--- src/rtl/ic_trace_capture.sv ---
// ic_trace_capture
//   Multi-channel trace capture. Each channel owns a 1-deep pending slot that
//   latches {value, timestamp} on a qualified request. A round-robin arbiter
//   moves one pending slot per cycle into a first-word-fall-through record
//   FIFO. Samples that arrive while their slot is still occupied are dropped
//   and counted.
//
// Ports
//   clk        sole clock, rising edge
//   rst        synchronous active-high reset, highest priority
//   enable     permits capture and timestamp counting
//   clear      flushes slots, FIFO, arbiter pointer and drop status (ts kept)
//   ch_valid   per-channel capture request
//   ch_data    per-channel values, channel i at [i*DATA_W +: DATA_W]
//   out_valid  record available at FIFO head
//   out_ready  consumer accepts head record when out_valid && out_ready
//   out_ch     channel index of head record (0 when empty)
//   out_data   captured value of head record (0 when empty)
//   out_ts     timestamp of head record (0 when empty)
//   overflow   sticky, at least one capture dropped
//   drop_cnt   saturating count of dropped captures
//
// Build option
//   IC_TRACE_CHANGE_ONLY_EN: when defined, a channel captures only when its
//   value differs from the last value it captured (first capture after
//   reset/clear is always taken). Suppressed samples are not drops.

module ic_trace_capture #(
  parameter int NUM_CH = 4,
  parameter int DATA_W = 32,
  parameter int TS_W   = 32,
  parameter int DEPTH  = 16,
  localparam int CH_W  = (NUM_CH > 1) ? $clog2(NUM_CH) : 1
) (
  input  logic                     clk,
  input  logic                     rst,
  input  logic                     enable,
  input  logic                     clear,
  input  logic [NUM_CH-1:0]        ch_valid,
  input  logic [NUM_CH*DATA_W-1:0] ch_data,
  output logic                     out_valid,
  input  logic                     out_ready,
  output logic [CH_W-1:0]          out_ch,
  output logic [DATA_W-1:0]        out_data,
  output logic [TS_W-1:0]          out_ts,
  output logic                     overflow,
  output logic [15:0]              drop_cnt
);

  localparam int AW = $clog2(DEPTH);

  logic [TS_W-1:0]   r_ts;
  logic [CH_W-1:0]   r_ptr;
  logic [NUM_CH-1:0] r_pend_vld;
  logic [DATA_W-1:0] r_pend_data [NUM_CH];
  logic [TS_W-1:0]   r_pend_ts   [NUM_CH];

  logic [CH_W-1:0]   r_fifo_ch   [DEPTH];
  logic [DATA_W-1:0] r_fifo_data [DEPTH];
  logic [TS_W-1:0]   r_fifo_ts   [DEPTH];
  logic [AW:0]       r_wr_ptr;
  logic [AW:0]       r_rd_ptr;

  logic              r_overflow;
  logic [15:0]       r_drop_cnt;

  logic              w_empty;
  logic              w_full;
  logic              w_rd;
  logic              w_grant_any;
  logic              w_grant_vld;
  logic [CH_W-1:0]   w_grant_idx;
  logic [CH_W-1:0]   w_ptr_next;
  logic [NUM_CH-1:0] w_grant_oh;
  logic [NUM_CH-1:0] w_new;
  logic [NUM_CH-1:0] w_cap;
  logic [NUM_CH-1:0] w_accept;
  logic [NUM_CH-1:0] w_drop;
  logic [4:0]        w_drop_n;
  logic [16:0]       w_drop_sum;

  // Channel index `off` positions after `base`, wrapping at NUM_CH.
  function automatic logic [CH_W-1:0] rr_idx(input logic [CH_W-1:0] base, input int off);
    int s;
    s = int'(base) + off;
    if (s >= NUM_CH) s = s - NUM_CH;
    return CH_W'(s);
  endfunction

  assign w_empty = (r_wr_ptr == r_rd_ptr);
  assign w_full  = ((r_wr_ptr - r_rd_ptr) == (AW+1)'(DEPTH));
  assign w_rd    = !w_empty && out_ready;

  // Scan from the highest offset down so the lowest offset from r_ptr wins.
  always_comb begin
    w_grant_any = 1'b0;
    w_grant_idx = '0;
    for (int k = NUM_CH-1; k >= 0; k--) begin
      if (r_pend_vld[rr_idx(r_ptr, k)]) begin
        w_grant_any = 1'b1;
        w_grant_idx = rr_idx(r_ptr, k);
      end
    end
  end

  // A full FIFO blocks the grant even if the head is being read this cycle.
  assign w_grant_vld = w_grant_any && !w_full && !clear;
  assign w_ptr_next  = (w_grant_idx == CH_W'(NUM_CH-1)) ? '0 : w_grant_idx + 1'b1;

`ifdef IC_TRACE_CHANGE_ONLY_EN
  logic [NUM_CH-1:0] r_last_vld;
  logic [DATA_W-1:0] r_last_data [NUM_CH];

  always_comb begin
    w_new = '0;
    for (int i = 0; i < NUM_CH; i++)
      w_new[i] = !r_last_vld[i] || (ch_data[i*DATA_W +: DATA_W] != r_last_data[i]);
  end

  always_ff @(posedge clk) begin
    if (rst || clear) begin
      r_last_vld <= '0;
    end else begin
      for (int i = 0; i < NUM_CH; i++)
        if (w_accept[i]) r_last_vld[i] <= 1'b1;
    end
  end

  always_ff @(posedge clk) begin
    for (int i = 0; i < NUM_CH; i++)
      if (w_accept[i]) r_last_data[i] <= ch_data[i*DATA_W +: DATA_W];
  end
`else
  assign w_new = '1;
`endif

  // A slot granted this cycle is free for a same-cycle request.
  always_comb begin
    w_grant_oh = '0;
    w_cap      = '0;
    w_accept   = '0;
    w_drop     = '0;
    w_drop_n   = '0;
    for (int i = 0; i < NUM_CH; i++) begin
      w_grant_oh[i] = w_grant_vld && (w_grant_idx == CH_W'(i));
      w_cap[i]      = enable && !clear && ch_valid[i] && w_new[i];
      w_accept[i]   = w_cap[i] && (!r_pend_vld[i] || w_grant_oh[i]);
      w_drop[i]     = w_cap[i] && r_pend_vld[i] && !w_grant_oh[i];
      w_drop_n      = w_drop_n + 5'(w_drop[i]);
    end
  end

  assign w_drop_sum = {1'b0, r_drop_cnt} + 17'(w_drop_n);

  always_ff @(posedge clk) begin
    if (rst) begin
      r_ts       <= '0;
      r_ptr      <= '0;
      r_pend_vld <= '0;
      r_wr_ptr   <= '0;
      r_rd_ptr   <= '0;
      r_overflow <= 1'b0;
      r_drop_cnt <= '0;
    end else begin
      if (enable) r_ts <= r_ts + 1'b1;
      if (clear) begin
        r_ptr      <= '0;
        r_pend_vld <= '0;
        r_wr_ptr   <= '0;
        r_rd_ptr   <= '0;
        r_overflow <= 1'b0;
        r_drop_cnt <= '0;
      end else begin
        if (w_grant_vld) begin
          r_wr_ptr <= r_wr_ptr + 1'b1;
          r_ptr    <= w_ptr_next;
        end
        if (w_rd) r_rd_ptr <= r_rd_ptr + 1'b1;
        for (int i = 0; i < NUM_CH; i++) begin
          if (w_accept[i])        r_pend_vld[i] <= 1'b1;
          else if (w_grant_oh[i]) r_pend_vld[i] <= 1'b0;
        end
        if (|w_drop) begin
          r_overflow <= 1'b1;
          r_drop_cnt <= w_drop_sum[16] ? 16'hFFFF : w_drop_sum[15:0];
        end
      end
    end
  end

  always_ff @(posedge clk) begin
    for (int i = 0; i < NUM_CH; i++) begin
      if (w_accept[i]) begin
        r_pend_data[i] <= ch_data[i*DATA_W +: DATA_W];
        r_pend_ts[i]   <= r_ts;
      end
    end
    if (w_grant_vld) begin
      r_fifo_ch[r_wr_ptr[AW-1:0]]   <= w_grant_idx;
      r_fifo_data[r_wr_ptr[AW-1:0]] <= r_pend_data[w_grant_idx];
      r_fifo_ts[r_wr_ptr[AW-1:0]]   <= r_pend_ts[w_grant_idx];
    end
  end

  // Head fields are forced to zero while empty so reset values are defined
  // without resetting the storage array.
  assign out_valid = !w_empty;
  assign out_ch    = w_empty ? '0 : r_fifo_ch[r_rd_ptr[AW-1:0]];
  assign out_data  = w_empty ? '0 : r_fifo_data[r_rd_ptr[AW-1:0]];
  assign out_ts    = w_empty ? '0 : r_fifo_ts[r_rd_ptr[AW-1:0]];
  assign overflow  = r_overflow;
  assign drop_cnt  = r_drop_cnt;

endmodule

--- config.mk ---
export PLATFORM = sky130hd
export DESIGN_NAME = ic_trace_capture
export DESIGN_NICKNAME = d
export VERILOG_FILES = /design/src/rtl/ic_trace_capture.sv
export SDC_FILE = /design/constraint.sdc
export NUM_CORES = 1
export LEC_CHECK = 0
export BUFFER_PORTS_ARGS = -buffer_cell sky130_fd_sc_hd__buf_2
export CAP_MARGIN = 20
export CORE_MARGIN = 3
export CORE_UTILIZATION = 34
export DETAILED_ROUTE_END_ITERATION = 10
export SETUP_SLACK_MARGIN = 0.02
export SLEW_MARGIN = 20
export SYNTH_ARGS = -nofsm -noshare
export SYNTH_HDL_FRONTEND = slang
export SYNTH_SLANG_ARGS = --single-unit
--- constraint.sdc ---
create_clock -name clk -period 20.2 [get_ports clk]
set_clock_uncertainty 0.2 [all_clocks]
set_input_delay 4.04 -clock clk [delete_from_list [all_inputs] [get_ports clk]]
set_output_delay 4.04 -clock clk [all_outputs]
set_load 0.05 [all_outputs]
==> results of run 1 <==
[worst reg2reg max path: cells and delay by family, from the launching register on]
family	cells	cell delay (ps)
compound gates	3	1120
flops	1	490
fa+ha+maj	3	1060
buf+inv	3	590
simple gates	5	2140
[sequential cells by signal, summed over array words and instances, names as in the netlist, named ones only]
signal	flops
r_pend_ts	128
r_fifo_ts	512
drop_cnt	16
r_fifo_data	512
r_pend_data	128
overflow	1
r_ts	32
r_wr_ptr	5
r_ptr	2
r_fifo_ch	32
r_rd_ptr	5
r_pend_vld	4
[cell families (layout without fill, tap and decap cells)]
group,Yosys count,after routing,share of synthesized area (%)
buffers and inverters,159,594,1.15
flip-flops,1381,1381,77.0
other,0,8,0
multiplexers,332,332,14.1
AND/OR/NAND/NOR,585,585,5.13
AO/OA/AOI/OAI,134,134,1.62
XOR/XNOR,35,35,0.579
adder cells (fa/ha/maj),18,18,0.468
[per-layer routing]
metal / vias to the layer above / part of all wire (%) / wire, µm
met5: - / 0.059 / 77
met4: 12 / 1.7 / 2170
met3: 179 / 7.0 / 9160
met2: 922 / 48 / 62700
met1: 14200 / 43 / 56600
li1: 11300 / - / -
[worst max-delay path by stage]
stage	end	slack, ps	depth (start not counted)
2_1_floorplan	r_fifo_ch[0][0]$_DFFE_PP_	10050	6
3_3_place_gp	out_data[17]	11460	6
3_5_place_dp	out_data[17]	11460	6
4_1_cts	out_data[17]	10630	6
5_1_grt	out_ts[5]	10370	6
6_report	out_ts[5]	10930	6
[layout by cell type, fill, tap and decap left out, types with 5 or more instances in the layout]
master,instances
nor2_4,12
clkinvlp_4,5
inv_6,6
a21oi_1,27
nor2_1,62
xor2_1,19
clkinv_8,6
a31oi_2,34
a31oi_1,34
buf_2,220
edfxtp_1,1312
and2_1,69
a311oi_1,8
a211oi_1,5
dfxtp_1,65
buf_4,86
clkinv_1,29
nand3_1,16
nor3_1,6
ha_1,15
clkbuf_16,149
and3_1,75
clkinv_2,24
xnor2_1,16
clkbuf_8,6
diode_2,8
nand2_1,301
inv_1,16
or3_1,8
bufinv_16,8
mux4_2,330
o21ai_0,10
clkbuf_1,33
nand4_1,9
[metrics by stage]
| stage | area (µm²) | util, % |
|---|---|---|
| floorplan | 53000 | - |
| global placement | 56900 | 36.9 |
| detailed placement | 57000 | 36.9 |
| CTS | 61700 | 40.0 |
| global route | 61800 | 40.1 |
| finish | 61900 | 40.1 |
[power by group through the flow]
stage / logic [W] / registers (W) / clock network (W)
6_report: 0.000153 / 0.00317 / 0.00261
3_5_place_dp: 0.000154 / 0.00323 / 0
3_3_place_gp: 0.000150 / 0.00323 / 0
4_1_cts: 0.000154 / 0.00317 / 0.00267
5_1_grt: 0.000167 / 0.00317 / 0.00279
2_1_floorplan: 0.0000785 / 0.00323 / 0
[final cells by class]
class / instances / area [µm²] / share of cell area (%)
sequential: 1381 / 40800 / 65.9
multi-input combinational: 1104 / 12000 / 19.4
inverter: 18 / 73.8 / 0.119
clock buffer: 188 / 3940 / 6.36
antenna: 8 / 20.0 / 0.0324
timing repair buffer: 306 / 1750 / 2.82
clock inverter: 82 / 761 / 1.23
tap: 2044 / 2560 / 4.13
==> flow_metrics.tcl, run 1 <==
set metrics [dict create \
    place_ws_ps 11460 \
    endpoint_kind "output port" \
    drt_iter0_drc 2829 \
    outcome "finished clean" \
    cts_buffer_depth 3 \
    tightest_slew_ps 1130 \
    synth_most_common_cell "edfxtp_1" \
    numPortBuffers 220 \
    drt-total-wl_um 131000 \
    cts_buffers 148 \
    fin_nets 3114 \
    cp_top_family "buffers and inverters" \
    first_pass_iters 5 \
    setup_tns_ps 0 \
    p_sw_w 0.00123 \
    crit_required_ps 15960 \
    syn_to_final_growth_pct 16.8 \
    rrSetupSlack_ps 14520 \
    grt_max_degree 78 \
    maxCapViolCount 0 \
    synthDistinctLibCells 45 \
    avgSynthCellArea_um2 20.0 \
    combPwrFrac_pct 2.6 \
    p_sw_share_pct 20.8 \
    grtUsageMet1_pct 22.8 \
    root_buffer "clkbuf_16" \
    place_congestion 0.751 \
    synthTopCellsByArea "edfxtp_1 (74%), mux4_2 (14%), dfxtp_1 (2.6%)" \
    post_cts_buffers 0 \
    grt_use_met3_pct 3.43 \
    path_cells "buf_4 -> buf_4 -> mux4_2 -> mux4_2 -> and2_1 -> buf_2" \
    clockPowerShare_pct 44.0 \
    fin_hold_ws_ps 280 \
    viasPerCell 5.19 \
    num_vias 26600 \
    fillers 13600 \
    yosysTopAreaCellShare_pct 74.4 \
    power_frac_seq_pct 53.4 \
    arrival_ps 5030 \
    top_usage_layer "met2" \
    drc 0 \
    cts_max_level 4 \
    crit_type "register to output port" \
    max_freq_ghz 0.108 \
    synth-async-reset-ratio_pct 0 \
    min_period_over_period_pct 45.9 \
    dieArea_um2 161000 \
    hold_buffers 0 \
    powerDensity_nw_per_um2 95.9 \
    hold_violations 0 \
    die_w_um 401 \
    vdd_drop_max_uv 97.9 \
    cts_resized 0 \
    instances_no_fill 5131 \
    grt_pass1_wl_um 190000 \
    met2_usage_pct 25.8 \
    wl_per_cell_um 25.5 \
    ys.flop_type "edfxtp_1" \
    syn_nets 2799 \
    yosys_warnings 0 \
    insertion_delay_ps 770 \
    overflow 0 \
    holdPathStages 2 \
    hold_path_end "overflow$_SDFFE_PP0P_" \
    power.internal_w 0.00470 \
    hold_class "register to register" \
    ys_ff_latch 1381 \
    rsz0062_at_grt "false" \
    clock_sinks 1381 \
    fin_total_pwr_w 0.00593 \
    dpl.hpwl_um 70400 \
    fin_ws_ps 10930 \
    crit_path_max_incr_delay_ps 900 \
    ys_seq_area_share_pct 77.0 \
    max_slew_margin_pct 24.6 \
    worstRegToRegCells 14 \
    core_um2 154000 \
    drive_above_1_share_pct 29.7 \
    maxSlewViolCount 0 \
    grt_pass1_vias 27400 \
    p_leak_nw 19.8 \
    synth_top_area_cell "edfxtp_1" \
    rr_startpoint "r_pend_vld[0]$_SDFFE_PP0P_" \
    cp_slowest_cell "buf_4" \
    core.rowCount 144 \
    dp.cells 4853 \
    antenna_found_initial 20 \
    cts_tree "done" \
    clk_pin_slew_ps 60 \
    layout_min_cycle_time_ps 9270 \
    synth_area_um2 53000 \
    crit_fanout 48 \
    cp-start-kind "register" \
    setup_violations 0 \
    synthCells 2644 \
    critPathBufInv 3 \
    io_pins 221 \
    synth_common_cells "edfxtp_1 (1,312), mux4_2 (330), nand2_1 (301)" \
    die_h_um 401 \
    synth_edf_count 1312 \
    r2r-end "drop_cnt[8]$_SDFFE_PP0P_" \
    track_usage_pct 16.2 \
    min_from "overflow$_SDFFE_PP0P_" \
    antenna_left 0 \
    start_util_pct 34.3 \
]
Note: power is estimated with default switching activity, not from simulation.
==> run 2, diff against run 1 <==
==> constraint.sdc (replaced) <==
create_clock -name clk -period 7.85 [get_ports clk]
set_clock_uncertainty 0.2 [all_clocks]
set_input_delay 1.57 -clock clk [delete_from_list [all_inputs] [get_ports clk]]
set_output_delay 1.57 -clock clk [all_outputs]
set_load 0.05 [all_outputs]
==> flow_metrics.tcl, run 2 (same netlist as run 1, synthesis figures left out) <==
set metrics [dict create \
    core.rowCount 144 \
    arrival_ps 6330 \
    drt-total-wl_um 127000 \
    maxSlewViolCount 0 \
    drc 0 \
    grt_pass1_wl_um 187000 \
    powerDensity_nw_per_um2 244 \
    rsz0062_at_grt "false" \
    cts_buffer_depth 3 \
    post_dp_cell_area_um2 57100 \
    wl_per_cell_um 24.8 \
    die_h_um 401 \
    crit_required_ps 8290 \
    overflow 0 \
    place_congestion 0.767 \
    max_freq_ghz 0.170 \
    fin_area_um2 61800 \
    layout_min_cycle_time_ps 5890 \
    grt_max_degree 129 \
    min_from "overflow$_SDFFE_PP0P_" \
    cts_tree "done" \
    dpl.hpwl_um 69200 \
    crit_start "r_pend_vld[3]$_SDFFE_PP0P_" \
    setup_violations 0 \
    antenna_left 0 \
    clk_pin_slew_ps 60 \
    setup_tns_ps 0 \
    hold_class "register to register" \
    maxCapViolCount 0 \
    root_buffer "clkbuf_16" \
    cts_max_level 4 \
    max_slew_margin_pct 28.7 \
    cp-start-kind "register" \
    clock_sinks 1381 \
    viasPerCell 5.17 \
    hold_violations 0 \
    crit_type "register to register" \
    dieArea_um2 161000 \
    p_leak_nw 19.8 \
    numPortBuffers 220 \
    start_util_pct 34.3 \
    hold_buffers 0 \
    outcome "finished clean" \
    first_pass_iters 7 \
    core_um2 154000 \
    cts_buffers 144 \
    track_usage_pct 15.7 \
    endpoint_kind "register" \
    drive_above_1_share_pct 29.2 \
    vdd_drop_max_uv 232 \
    min_period_over_period_pct 75.1 \
    grt_pass1_vias 27700 \
    syn_to_final_growth_pct 16.7 \
    insertion_delay_ps 760 \
    die_w_um 401 \
    post_cts_buffers 0 \
    io_pins 221 \
    rr_startpoint "r_pend_vld[3]$_SDFFE_PP0P_" \
    layout_commonest_cell "edfxtp_1" \
    layout.cells.most_common_list "edfxtp_1 (1,312), mux4_2 (330), nand2_1 (301)" \
    fin_nets 3112 \
    antenna_found_initial 13 \
    crit_fanout 37 \
    num_vias 26500 \
    drt_iter0_drc 2715 \
    cts_resized 0 \
    tightest_slew_ps 1070 \
]
==> run 2: through the flow <==
step | hold WS (ps) | setup WS [ps] | utilization [%] | instances | power, W
4_1_cts | 280 | 2010 | 39.9 | 5115 | 0.0153
5_1_grt | 317 | 1490 | 40.0 | 5117 | 0.0156
3_3_place_gp | 253 | 2070 | 37.0 | 4852 | 0.00869
3_5_place_dp | 258 | 1930 | 37.0 | 4854 | 0.00870
6_report | 276 | 1960 | 40.0 | 5121 | 0.0151
2_1_floorplan | 280 | 168 | - | 2644 | 0.00851
==> run 2: final cells by class <==
type                       instances  area, µm²
clock buffer                     186       3860
tap                             2044       2560
antenna                            5       12.5
timing repair buffer             308       1920
clock inverter                    75        657
fill                           13700      92600
multi-input combinational       1104      11900
inverter                          18       73.8
sequential                      1381      40800
==> run 2: final timing paths <==
path / slack (ps) / cells after the start / endpoint
min reg2reg: 280 / 2 / overflow$_SDFFE_PP0P_
max: 1960 / 15 / drop_cnt[2]$_SDFFE_PP0P_
max reg2reg: 1960 / 15 / drop_cnt[2]$_SDFFE_PP0P_
min: 280 / 2 / overflow$_SDFFE_PP0P_
==> run 2: where the power goes <==
part	switching, W	leakage [nW]	internal [W]
Combinational	0.000286	4.89	0.000113
Clock	0.00280	2.20	0.00376
Sequential	0.0000115	12.7	0.00814
==> run 2: layer usage <==
metal	vias to the layer above	share of wire (%)	track usage, %
met5	-	0.054	0
met2	813	48	25.5
li1	11300	-	-
met3	159	6.4	3.20
met4	10	1.6	3.56
met1	14100	44	22.0
==> run 2: worst max-delay path, stage by stage, from the launching register on <==
cell and delay, ps:
dfxtp_1 480, o21ai_0 220, a211oi_4 300, clkinv_2 710, ha_1 550, a21oi_1 190, inv_1 80, fa_1 450
fa_1 390, inv_1 90, fa_1 230, nand2_1 130, nor4_1 650, nand4_1 470, and2_4 350, a311oi_1 290
